### src/rtl/fetch_unit.sv
// fetch_unit: instruction fetch stage feeding the IF/ID register.
// A single outstanding request goes to instruction memory. Delivered words
// land in IF/ID, or in a one-entry hold buffer while the pipeline is stalled.
// Optional feature macro: FETCH_PERF_EN enables the delivery and wait
// performance counters. When it is undefined, both counters read as constant 0.
//
// Memory handshake: oMemReq/oMemAddr act as valid/payload. Once raised, they
// stay stable until the cycle in which iMemAck is high. iMemData is only
// meaningful in that ack cycle. An ack counts only while oMemReq=1.
module fetch_unit #(
  parameter logic [31:0] RESET_PC  = 32'h0000_0000,
  parameter logic [31:0] NOP_INSTR = 32'h0000_0013
) (
  input  logic        iClk,
  input  logic        nRst,
  input  logic        iStall,
  input  logic        iFlush,
  input  logic [31:0] iBrTarget,
  output logic        oMemReq,
  output logic [31:0] oMemAddr,
  input  logic        iMemAck,
  input  logic [31:0] iMemData,
  output logic        oStall_IF,
  output logic [31:0] oPc,
  output logic [31:0] oInstr,
  output logic        oValid,
  output logic [31:0] oPerfFetch,
  output logic [31:0] oPerfWait,
  output logic [1:0]  oDbgState
);

  typedef enum logic [1:0] {
    S_REQ     = 2'd0,
    S_HOLD    = 2'd1,
    S_DISCARD = 2'd2
  } state_t;

  state_t      state, stateNext;
  logic [31:0] fpc, fpcNext;
  logic [31:0] discAddr, discAddrNext;
  logic [31:0] holdPc, holdPcNext;
  logic [31:0] holdInstr, holdInstrNext;
  logic [31:0] pcNext, instrNext;
  logic        validNext;
  logic        reqEn;
  logic        memAck;
  logic        deliver;
  logic [31:0] target;

  // Redirect target is always forced to word alignment.
  assign target    = iBrTarget & ~32'h0000_0003;
  assign oMemReq   = reqEn & (state != S_HOLD);
  assign oMemAddr  = (state == S_DISCARD) ? discAddr : fpc;
  assign memAck    = oMemReq & iMemAck;
  // Must not look at iStall/iFlush: the hazard unit closes that loop.
  assign oStall_IF = oMemReq & ~iMemAck;
  assign oDbgState = state;

  // Keeps requests off the bus until the first edge after reset release.
  always_ff @(posedge iClk or negedge nRst) begin
    if (!nRst) reqEn <= 1'b0;
    else       reqEn <= 1'b1;
  end

  // State, fetch PC, hold buffer and IF/ID register.
  always_ff @(posedge iClk or negedge nRst) begin
    if (!nRst) begin
      state     <= S_REQ;
      fpc       <= RESET_PC;
      discAddr  <= 32'h0;
      holdPc    <= 32'h0;
      holdInstr <= 32'h0;
      oPc       <= 32'h0;
      oInstr    <= NOP_INSTR;
      oValid    <= 1'b0;
    end else begin
      state     <= stateNext;
      fpc       <= fpcNext;
      discAddr  <= discAddrNext;
      holdPc    <= holdPcNext;
      holdInstr <= holdInstrNext;
      oPc       <= pcNext;
      oInstr    <= instrNext;
      oValid    <= validNext;
    end
  end

  // Next-state and IF/ID update; flush outranks ack and stall.
  always_comb begin
    stateNext     = state;
    fpcNext       = fpc;
    discAddrNext  = discAddr;
    holdPcNext    = holdPc;
    holdInstrNext = holdInstr;
    pcNext        = oPc;
    instrNext     = oInstr;
    validNext     = oValid;
    deliver       = 1'b0;
    unique case (state)
      S_REQ: begin
        if (iFlush) begin
          fpcNext   = target;
          validNext = 1'b0;
          instrNext = NOP_INSTR;
          // A request still in flight must be drained before redirecting.
          if (oMemReq && !iMemAck) begin
            stateNext    = S_DISCARD;
            discAddrNext = fpc;
          end
        end else if (memAck) begin
          fpcNext = fpc + 32'd4;
          if (iStall) begin
            holdPcNext    = fpc;
            holdInstrNext = iMemData;
            stateNext     = S_HOLD;
          end else begin
            pcNext    = fpc;
            instrNext = iMemData;
            validNext = 1'b1;
            deliver   = 1'b1;
          end
        end else if (!iStall) begin
          validNext = 1'b0;
          instrNext = NOP_INSTR;
        end
      end
      S_HOLD: begin
        if (iFlush) begin
          // The held word is simply abandoned.
          fpcNext   = target;
          validNext = 1'b0;
          instrNext = NOP_INSTR;
          stateNext = S_REQ;
        end else if (!iStall) begin
          pcNext    = holdPc;
          instrNext = holdInstr;
          validNext = 1'b1;
          deliver   = 1'b1;
          stateNext = S_REQ;
        end
      end
      S_DISCARD: begin
        if (iFlush) fpcNext = target;
        if (memAck) stateNext = S_REQ;
        if (!iStall && !iFlush) begin
          validNext = 1'b0;
          instrNext = NOP_INSTR;
        end
      end
      default: stateNext = S_REQ;
    endcase
  end

`ifdef FETCH_PERF_EN
  // Delivered-instruction and wait-cycle counters, wrapping at 2^32.
  always_ff @(posedge iClk or negedge nRst) begin
    if (!nRst) begin
      oPerfFetch <= 32'h0;
      oPerfWait  <= 32'h0;
    end else begin
      if (deliver)   oPerfFetch <= oPerfFetch + 32'd1;
      if (oStall_IF) oPerfWait  <= oPerfWait + 32'd1;
    end
  end
`else
  assign oPerfFetch = 32'h0;
  assign oPerfWait  = 32'h0;
  logic unusedDeliver;
  assign unusedDeliver = deliver;
`endif

endmodule

### config.mk
export PLATFORM = sky130hd
export DESIGN_NAME = fetch_unit
export DESIGN_NICKNAME = d
export VERILOG_FILES = /design/src/rtl/fetch_unit.sv
export SDC_FILE = /design/constraint.sdc
export NUM_CORES = 1
export LEC_CHECK = 0
export ABC_AREA = 1
export CAP_MARGIN = 20
export CORE_MARGIN = 2
export CORE_UTILIZATION = 25
export CTS_CLUSTER_DIAMETER = 40
export DETAILED_ROUTE_END_ITERATION = 8
export MAX_ROUTING_LAYER = met4
export SLEW_MARGIN = 20
export SYNTH_ARGS = -nofsm -noshare
export SYNTH_HDL_FRONTEND = slang
export SYNTH_SLANG_ARGS = --single-unit
### constraint.sdc
create_clock -name iClk -period 1.81 [get_ports iClk]
set_clock_uncertainty 0.05 [all_clocks]
set_input_delay 0.181 -clock iClk [delete_from_list [all_inputs] [get_ports iClk]]
set_output_delay 0.181 -clock iClk [all_outputs]
set_load 0.1 [all_outputs]
==> impl_metrics.json <==
{
  "status": "finished with violations",
  "failed_checks": "negative setup slack",
  "timing.fmax_ghz": 0.455,
  "critPathRequiredTime_ps": 1580,
  "place.gp.congestion": 0.906,
  "coreArea_um2": 38900,
  "final_cell_mix": "nand2_1 (389), dfrtp_1 (183), nor2_1 (108)",
  "dr.pass1.iters": 5,
  "fp-row-count": 72,
  "clkLatencyLatePin_ps": 440,
  "path_max_fanout": 7,
  "yosys.area.top_type": "dfrtp_1",
  "crit_family": "buffers and inverters",
  "vias": 9883,
  "ys_seq_area_share_pct": 47.4,
  "clockRootBuffer": "clkbuf_16",
  "ys_ff_latch": 188,
  "synth_top_area_share_pct": 46.6,
  "ant_nets": 0,
  "htreeDepth": 4,
  "cts_tree": "built",
  "setup.worst_path.class": "reg2out",
  "gr-total-overflow": 0,
  "worst-path-buf-inv": 4,
  "critPathCaptureType": "output pin",
  "cts_buffers": 17,
  "netlist_area_um2": 9930,
  "crit_chain": "buf_6 -> ha_4 -> buf_12 -> buf_16 -> o21ai_4 -> buf_12",
  "fillCellCount": 3710,
  "arrival_ps": 1960,
  "final_common_cell": "nand2_1",
  "initial_utilization_pct": 25.5,
  "ys_types": 32,
  "wire_per_inst_um": 17.8,
  "hold_viol_final": 0,
  "grt_usage_pct": 17.1,
  "grt_pass1_wl_mm": 53.4,
  "fin_ws_ps": -385,
  "start_kind": "flip-flop",
  "die_w_um": 203,
  "grt_max_degree": 65,
  "drtIter0Drc": 703,
  "syn_inst": 1315,
  "detail_route.wirelength_mm": 37.5,
  "rsz0062_at_grt": "true",
  "setup_viol": 219,
  "clk_path_buf_depth": 2,
  "yosys_warnings": 0,
  "clkSlewWorstSetupHoldPaths_ps": 70,
  "cp_slowest_cell": "dfrtp_4",
  "area_delta_synth_final_pct": 65.0,
  "drc_errors": 0,
  "die_area_um2": 41300,
  "hold_class": "in2async",
  "utilization_pct": 42.1,
  "nNetsFinal": 1639,
  "synth.area.top_cells": "dfrtp_1 (47%), nand2_1 (16%), o21ai_0 (6.4%), buf_4 (5.3%), nor2_1 (5.1%)",
  "hpwl_mm": 22.3,
  "fin_crit_sh_pct": 121,
  "cpMostUsedCell": "buf_12",
  "avgSynthCellArea_um2": 7.55,
  "final-max-slew-violation-count": 0,
  "cap_violations": 0,
  "clock-sinks": 188,
  "period_needed_ps": 2200,
  "drive_gt1_share_pct": 29.7,
  "grt_pass1_vias": 9426,
  "antenna_found_initial": 6,
  "slowest_delay_ps": 480,
  "via_per_inst": 4.70,
  "ioPinCount": 234,
  "portBuffers": 163,
  "die_h_um": 203
}
## worst paths after layout
check                                               from                        to  slack (ps)  depth (start not counted)
worst max-delay path            oDbgState[1]$_DFFE_PN0P_               oMemAddr[4]        -390                          6
worst min-delay path                                nRst    oInstr[18]$_DFFE_PN0P_         190                          2
worst max register to register  oDbgState[0]$_DFFE_PN0P_     holdPc[6]$_DFFE_PN0P_        -350                         13
worst min register to register    holdPc[22]$_DFFE_PN0P_    holdPc[22]$_DFFE_PN0P_         430                          2
max in group asynchronous                           nRst  discAddr[14]$_DFFE_PN0P_         810                          3
min in group iClk                            iMemData[0]  holdInstr[0]$_DFFE_PN0P_         270                          3
## synthesized netlist by cell type (all sizes together)
| library cell | count |
|---|---|
| a21oi | 8 |
| a31oi | 34 |
| buf | 107 |
| clkbuf | 31 |
| conb | 2 |
| dfrtp | 185 |
| dfstp | 3 |
| ha | 5 |
| inv | 96 |
| nand2 | 439 |
| nand3 | 66 |
| nand3b | 1 |
| nand4 | 2 |
| nor2 | 142 |
| o21ai | 157 |
| o22ai | 1 |
| o31ai | 30 |
| or2 | 3 |
| xor2 | 3 |
## per-layer routing
metal	vias to the layer above	track usage [%]	wire, µm
li1	4596	-	-
met1	4873	22.4	16100
met2	338	26.5	17900
met3	76	2.52	2080
met4	0	7.22	1400
met5	-	-	0
## area by class of cell
| cell class | count | area, µm² | area share, % |
|---|---|---|---|
| antenna | 6 | 15.0 | 0.0917 |
| clock buffer | 20 | 447 | 2.73 |
| clock inverter | 12 | 184 | 1.12 |
| inverter | 96 | 423 | 2.58 |
| multi-input combinational | 961 | 5640 | 34.4 |
| sequential | 188 | 4720 | 28.8 |
| tap | 518 | 648 | 3.96 |
| timing repair buffer | 295 | 4220 | 25.8 |
| timing repair inverter | 6 | 87.6 | 0.535 |
## flip-flops by register name, indices dropped and copies added, names as in the netlist
| register | count |
|---|---|
| discAddr | 30 |
| fpc | 30 |
| holdInstr | 32 |
| holdPc | 30 |
| oDbgState | 2 |
| oInstr | 32 |
| oPc | 30 |
| oValid | 1 |
| reqEn | 1 |
## stage by stage
| step | setup WS (ps) | hold slack (ps) | instance area (µm²) | std cells | TNS, ps |
|---|---|---|---|---|---|
| 2_1_floorplan | -740 | -165 | 10600 | 1382 | -45120 |
| 3_3_place_gp | -119 | 101 | 13200 | 1990 | -3480 |
| 3_5_place_dp | -195 | 106 | 13200 | 1990 | -7260 |
| 4_1_cts | -426 | 190 | 15400 | 2071 | -41670 |
| 5_1_grt | -434 | 209 | 16400 | 2102 | -61430 |
| 6_report | -385 | 188 | 16400 | 2102 | -47060 |
## repair_timing
action,in CTS,in global routing
setup buffers,26,8
pin swaps,25,26
hold buffers,1,0
gates resized for setup,175,149
hold endpoints to repair,40,0
cloned,23,18
setup endpoints to repair,113,218
## cells by family after synthesis
kind of cell	count (synthesis)	synth area share [%]
compound gates	230	12.8
xor+xnor	3	0.265
fa+ha+maj	5	0.630
buf+inv	234	12.6
flops	188	47.4
other cells	2	0.0757
simple gates	653	26.2
Power is not shown: default switching activity piles up to over one toggle a cycle in this logic, so the estimate is an artifact.
